$ cat src/rtl/keypad_scanner.sv
// 4x4 matrix keypad scanner: column strobe, debounce, one code per press.
// Define KEYPAD_REPEAT_EN to build the held-key auto-repeat logic.
module keypad_scanner #(
  parameter int SCAN_DIV           = 100000,
  parameter int DEBOUNCE_SCANS     = 4,
  parameter int REPEAT_DELAY_SCANS = 500,
  parameter int REPEAT_RATE_SCANS  = 100
) (
  input  logic       i_clk,
  input  logic       i_reset_n,
  input  logic [3:0] i_row_n,
  output logic [3:0] o_col_n,
  output logic [3:0] o_key,
  output logic       o_valid,
  output logic       o_pressed
);

  localparam int DW = $clog2(SCAN_DIV);
  localparam int CW = $clog2(DEBOUNCE_SCANS + 1);
  localparam logic [DW-1:0] DWELL_MAX = DW'(SCAN_DIV - 1);
  localparam logic [CW-1:0] DB_MAX    = CW'(DEBOUNCE_SCANS);
  localparam logic [CW-1:0] CNT_ONE   = CW'(1);

  if (SCAN_DIV < 4 || DEBOUNCE_SCANS < 1 ||
      REPEAT_DELAY_SCANS < 1 || REPEAT_RATE_SCANS < 1) begin : g_bad_param
    $error("keypad_scanner: parameter out of range");
  end

  typedef enum logic [1:0] {
    S_IDLE,
    S_DEBOUNCE,
    S_PRESSED,
    S_RELEASE
  } state_t;

  logic [3:0]    r_sync1;
  logic [3:0]    r_sync2;
  logic [DW-1:0] r_dwell;
  logic [1:0]    r_col;
  logic [15:0]   r_snap;
  state_t        r_state;
  logic [CW-1:0] r_cnt;
  logic [3:0]    r_cand;
  logic [3:0]    r_key;
  logic          r_valid;
  logic          r_pressed;

  logic          w_sample;
  logic          w_eval;
  logic [15:0]   w_cur;
  logic [15:0]   w_scan;
  logic          w_none;
  logic          w_single;
  logic [3:0]    w_idx;
  state_t        w_state_nxt;
  logic [CW-1:0] w_cnt_nxt;
  logic [3:0]    w_cand_nxt;
  logic          w_accept;
  logic          w_rpt_pulse;

  assign w_sample = (r_dwell == DWELL_MAX);
  assign w_eval   = w_sample && (r_col == 2'd3);

  always_ff @(posedge i_clk or negedge i_reset_n) begin
    if (!i_reset_n) begin
      r_sync1 <= 4'hF;
      r_sync2 <= 4'hF;
      r_dwell <= '0;
      r_col   <= 2'd0;
      r_snap  <= '0;
    end else begin
      r_sync1 <= i_row_n;
      r_sync2 <= r_sync1;
      if (w_sample) begin
        r_dwell <= '0;
        r_col   <= r_col + 2'd1;
        r_snap  <= w_eval ? 16'h0 : w_scan;
      end else begin
        r_dwell <= r_dwell + DW'(1);
      end
    end
  end

  // Current column is merged in so the last column counts in its own scan.
  always_comb begin
    w_cur = '0;
    if (w_sample) begin
      for (int r = 0; r < 4; r++) begin
        w_cur[{2'(r), r_col}] = ~r_sync2[r];
      end
    end
  end

  assign w_scan   = r_snap | w_cur;
  assign w_none   = (w_scan == 16'h0);
  assign w_single = !w_none &&
                    ((w_scan & (w_scan - 16'd1)) == 16'h0);

  always_comb begin
    w_idx = 4'h0;
    for (int i = 0; i < 16; i++) begin
      if (w_scan[i]) w_idx = 4'(i);
    end
  end

  always_ff @(posedge i_clk or negedge i_reset_n) begin
    if (!i_reset_n) begin
      r_state <= S_IDLE;
      r_cnt   <= '0;
      r_cand  <= 4'h0;
    end else begin
      r_state <= w_state_nxt;
      r_cnt   <= w_cnt_nxt;
      r_cand  <= w_cand_nxt;
    end
  end

  always_comb begin
    w_state_nxt = r_state;
    w_cnt_nxt   = r_cnt;
    w_cand_nxt  = r_cand;
    w_accept    = 1'b0;
    if (w_eval) begin
      unique case (r_state)
        S_IDLE: begin
          if (w_single) begin
            w_cand_nxt = w_idx;
            w_cnt_nxt  = CNT_ONE;
            if (DB_MAX == CNT_ONE) begin
              w_state_nxt = S_PRESSED;
              w_accept    = 1'b1;
            end else begin
              w_state_nxt = S_DEBOUNCE;
            end
          end
        end
        S_DEBOUNCE: begin
          if (w_single && w_idx == r_cand) begin
            w_cnt_nxt = r_cnt + CNT_ONE;
            if (r_cnt + CNT_ONE == DB_MAX) begin
              w_state_nxt = S_PRESSED;
              w_accept    = 1'b1;
            end
          end else if (w_single) begin
            w_cand_nxt = w_idx;
            w_cnt_nxt  = CNT_ONE;
          end else begin
            w_state_nxt = S_IDLE;
          end
        end
        S_PRESSED: begin
          if (w_none) begin
            w_cnt_nxt   = CNT_ONE;
            w_state_nxt = (DB_MAX == CNT_ONE) ? S_IDLE
                                              : S_RELEASE;
          end
        end
        S_RELEASE: begin
          if (w_none) begin
            w_cnt_nxt = r_cnt + CNT_ONE;
            if (r_cnt + CNT_ONE == DB_MAX) begin
              w_state_nxt = S_IDLE;
            end
          end else begin
            w_state_nxt = S_PRESSED;
          end
        end
        default: w_state_nxt = S_IDLE;
      endcase
    end
  end

`ifdef KEYPAD_REPEAT_EN
  localparam int RMAX = (REPEAT_DELAY_SCANS > REPEAT_RATE_SCANS) ?
                        REPEAT_DELAY_SCANS : REPEAT_RATE_SCANS;
  localparam int RW = $clog2(RMAX + 1);
  localparam logic [RW-1:0] RPT_DELAY = RW'(REPEAT_DELAY_SCANS);
  localparam logic [RW-1:0] RPT_RATE  = RW'(REPEAT_RATE_SCANS);

  logic [RW-1:0] r_rpt;
  logic          r_rpt_first;
  logic          w_rpt_step;
  logic [RW-1:0] w_rpt_tgt;

  // Only scans that keep the key held advance; a release bounce freezes it.
  assign w_rpt_step  = w_eval && (r_state == S_PRESSED) &&
                       (w_state_nxt == S_PRESSED);
  assign w_rpt_tgt   = r_rpt_first ? RPT_DELAY : RPT_RATE;
  assign w_rpt_pulse = w_rpt_step && (r_rpt + RW'(1) == w_rpt_tgt);

  always_ff @(posedge i_clk or negedge i_reset_n) begin
    if (!i_reset_n) begin
      r_rpt       <= '0;
      r_rpt_first <= 1'b1;
    end else if (w_accept) begin
      r_rpt       <= '0;
      r_rpt_first <= 1'b1;
    end else if (w_rpt_pulse) begin
      r_rpt       <= '0;
      r_rpt_first <= 1'b0;
    end else if (w_rpt_step) begin
      r_rpt <= r_rpt + RW'(1);
    end
  end
`else
  assign w_rpt_pulse = 1'b0;
`endif

  always_ff @(posedge i_clk or negedge i_reset_n) begin
    if (!i_reset_n) begin
      r_key     <= 4'h0;
      r_valid   <= 1'b0;
      r_pressed <= 1'b0;
    end else begin
      r_valid   <= w_accept | w_rpt_pulse;
      r_pressed <= (w_state_nxt == S_PRESSED) ||
                   (w_state_nxt == S_RELEASE);
      if (w_accept) r_key <= w_cand_nxt;
    end
  end

  assign o_col_n   = ~(4'b0001 << r_col);
  assign o_key     = r_key;
  assign o_valid   = r_valid;
  assign o_pressed = r_pressed;

endmodule

$ cat config.mk
export PLATFORM = sky130hd
export DESIGN_NAME = keypad_scanner
export DESIGN_NICKNAME = d
export VERILOG_FILES = /design/src/rtl/keypad_scanner.sv
export SDC_FILE = /design/constraint.sdc
export NUM_CORES = 1
export LEC_CHECK = 0
export CAP_MARGIN = 30
export CORE_MARGIN = 1.5
export CORE_UTILIZATION = 61
export CTS_BUF_LIST = sky130_fd_sc_hd__clkbuf_16
export DETAILED_ROUTE_END_ITERATION = 16
export GPL_TIMING_DRIVEN = 0
export PLACE_DENSITY = 0.88
export SLEW_MARGIN = 20
export SYNTH_ARGS = -nofsm -noshare
export SYNTH_HDL_FRONTEND = slang
export SYNTH_SLANG_ARGS = --single-unit
export TNS_END_PERCENT = 5
$ cat constraint.sdc
create_clock -name i_clk -period 5.5 [get_ports i_clk]
set_clock_uncertainty 0.2 [all_clocks]
set_input_delay 0.825 -clock i_clk [delete_from_list [all_inputs] [get_ports i_clk]]
set_output_delay 0.825 -clock i_clk [all_outputs]
set_load 0.005 [all_outputs]
==> summary.md <==
| Metric | Value |
|---|---|
| Path depth of the worst reg2reg path | 12 |
| Yosys warning count | 0 |
| Site Rows | 26 |
| Synth async-reset ratio | between 90% and 100% |
| Syn nets | ~340 |
| Layout cell share with drive strength beyond 1 | around 17% |
| Filler cell count | around 360 |
| #FFs+latches synth | between 50 and 60 |
| Die area | 0.00592 mm² |
| Via Count | around 2900 |
| Largest net degree at the start of global routing | 59 |
| Yosys top cell by area | dfrtp_1 |
| Clock Sinks | 58 |
| # Max-Cap Violations | 0 |
| Aggregate global routing overflow | 0 |
| Status | finished, final reports clean |
| N_diodes | 0 |
| Post-Layout Cell Count | roughly 430 |
| Worst hold stages | 0 |
| Crit Path Category | reg2reg |
| Clock transition at the registers of the reported paths | 50 ps |
| Worst hold path class | reg2reg |
| Final hold viol count | 0 |
| Yosys top cell area share | about 38% |
| Req. time, crit path | 5510 ps |
| Latest clock arrival within the worst-skew pair | 330 ps |
| Final setup viols | 0 |
| Area of the multi-input gates | around 0.0018 mm² |
| Post-Synthesis Cells | approximately 330 |
| Post-Syn Area per Cell | slightly above 10 µm² |
| Hold Startpoint | r_sync1[2] |
| Longest Clk Path Bufs | 2 |
| Fmax | 265 MHz |
| Rel. slew slack | a little over half |
| PortBufs | 15 |
| DRT Wirelength | 8320 µm |
| R2R Path Start | r_col[0] |
| Initial antenna violation count | 0 |
| Slew @ Worst Pin | approximately 700 ps |
| Remaining antenna violation count after routing | 0 |
| Slew Viols, Final | 0 |
| Starting Density | 64.4% |
| DR vias/cell | 6.62 |
| Final Power | roughly 1.0 mW |
| Postcts setup bufs | 0 |
| HPWL after DPL | ~5500 µm |
| CTS resizes | 0 |
| DRC | 0 |
| Synthesized area | 0.00333 mm² |
| Placed Cells | 416 |
| Global-route wire length before repair | around 14000 µm |
| Final GP Congestion | approximately 0.92 |
| EDFF count, synth | 0 |
| Min-Delay Endpoint | r_sync2[2] |
| Synth area leaders | dfrtp_1 (38%), dfstp_2 (6.3%), nor2_1 (3.9%) |
| Die height | ~77 µm |
| Setup slack, reg-to-reg | between 1500 and 2000 ps |
| Arr. time, crit path | between 3000 and 4000 ps |
| Core area | 0.00517 mm² |
| Nets | 370 |
| Area delta synth->final | 16.4% |
| Min Tclk post-route | 3780 ps |
| WHS | 153 ps |
| Clock root buffer | clkbuf_16 |
| RSZ-0062 raised after global routing | false |
| CTS tree | done |
| Startpoint Class | flip-flop |
| Pwr dens | between 200 and 300 mW/mm² |
| Iteration count of the initial detailed-routing pass | 7 |
| Final Worst Setup Slack | approximately 1700 ps |
| Pre-CTS setup slack | between 1500 and 2000 ps |
| Cts hold-fix bufs | 0 |
| All-Layer GR Usage | between 30% and 40% |
| Sequential fraction of the synthesis area | 43.8% |
| R2r endpoint | r_cand[3] |
| Peak fanout along the critical path | 9 |
| First-iteration detailed-routing DRC count | 322 |
| CTS buffer count | 9 |
| Floorplan die width | between 70 and 80 µm |
| # IOs | 16 |
| Crit. End Element | flip-flop |
| H-tree depth | 3 |
| Routed wire length per instance | 19.3 µm |
| Final Cycle Share | slightly below 70% |
| Count of cell types in the netlist | ~70 |
| Pleak | 1.76 nW |
| Top FF cell, synth | dfrtp_1 |
| Reg area | 0.00146 mm² |
| Vias in the first global route | around 2800 |
| TNS Setup | 0 ps |
| Maximum vdd drop | ~0.28 mV |
## worst max-delay path, stage by stage (launching register included)
cell       delay, ps
dfrtp_1          390
inv_1            100
ha_1             200
buf_2            200
nor4_4           500
o31a_1           170
clkbuf_1         370
a2bb2oi_1        210
and4b_1          290
nand4_2          150
nor3_4           300
a21bo_2          290
mux2_4           300
## synth_stat cells (all sizes together) (9+ instances only)
master  number
inv         12
o31ai        9
a21oi       13
o21ai       13
nor2        35
dfrtp       50
nand2       25
nor3        10
a31oi       13
nand3       11
## cell families (layout without fill, tap and decap cells)
kind of cell / count (synthesis) / count (layout) / synth area share, %
XOR/XNOR: 16 / 16 / 4.20
flip-flops: 58 / 58 / 43.8
multiplexers: 8 / 8 / 3.23
AO/OA/AOI/OAI: 86 / 86 / 19.4
buffers and inverters: 24 / 55 / 3.45
AND/OR/NAND/NOR: 132 / 132 / 23.2
adder cells (fa/ha/maj): 7 / 7 / 2.63
## where the power goes
group	total (mW)	switching, mW	internal (mW)	leakage, nW
Sequential	0.437	0.00387	0.433	0.769
Combinational	0.0151	0.0112	0.00394	0.835
Clock	0.582	0.191	0.391	0.154
## flip-flops by register name, indices dropped and copies added, names as in the netlist
name,count
r_state,2
o_pressed,1
r_cnt,3
r_sync2,4
r_cand,4
o_key,4
r_snap,16
r_sync1,4
r_col,2
o_valid,1
r_dwell,17
## how the worst max path moves through the flow
stage                           from   endpoint  slack [ps]
final                       r_col[0]  r_cand[3]        1720
after global routing        r_col[0]  r_cand[3]        1560
after CTS                   r_col[0]  r_cand[3]        1800
after detailed placement    r_col[0]  r_cand[3]        1800
after global placement     i_reset_n   o_key[0]        1690
after floorplan           r_dwell[0]  r_cand[3]        2270
## routing by layer
| metal | track usage (%) | up-vias | share of wire (%) |
|---|---|---|---|
| met5 | 0 | - | 0 |
| met4 | 14.8 | 0 | 2.8 |
| met3 | 8.21 | 27 | 8.2 |
| met2 | 48.4 | 165 | 48 |
| met1 | 39.0 | 1385 | 41 |
| li1 | - | 1284 | - |
## final cells by class
| cell class | instances | share of cell area (%) |
|---|---|---|
| plain buffers | 12 | 1.81 |
| clock buffers | 9 | 5.81 |
| clock inverters | 7 | 2.19 |
| inverters | 12 | 1.16 |
| multi-input cells | 249 | 45.3 |
| flip-flops and latches | 58 | 37.7 |
| well taps | 70 | 2.26 |
| repair buffers | 15 | 3.81 |
## through the flow
step	area, µm²	util, %
floorplan	3330	-
global placement	3570	69.0
detailed placement	3570	69.0
CTS	3880	75.0
global route	3880	75.0
finish	3880	75.0
## layout by cell type (no fill, tap or decap), types with 3 or more instances in the layout
cell type / n
a211oi_1: 3
a21o_1: 3
a21oi_1: 13
a22oi_1: 3
a31o_2: 4
a31oi_1: 10
and2_1: 7
and3_1: 3
and4_1: 3
buf_2: 5
clkbuf_1: 4
clkbuf_16: 9
clkdlybuf4s50_1: 14
dfrtp_1: 50
dfstp_2: 8
ha_1: 7
inv_1: 13
mux2_4: 5
nand2_1: 25
nand2b_1: 6
nand3_1: 10
nand4_1: 6
nor2_1: 35
nor3_1: 9
nor4_1: 4
o21ai_0: 11
o31a_1: 3
o31ai_1: 9
xnor2_1: 8
xor2_1: 8
Note: power is estimated with default switching activity, not from simulation.
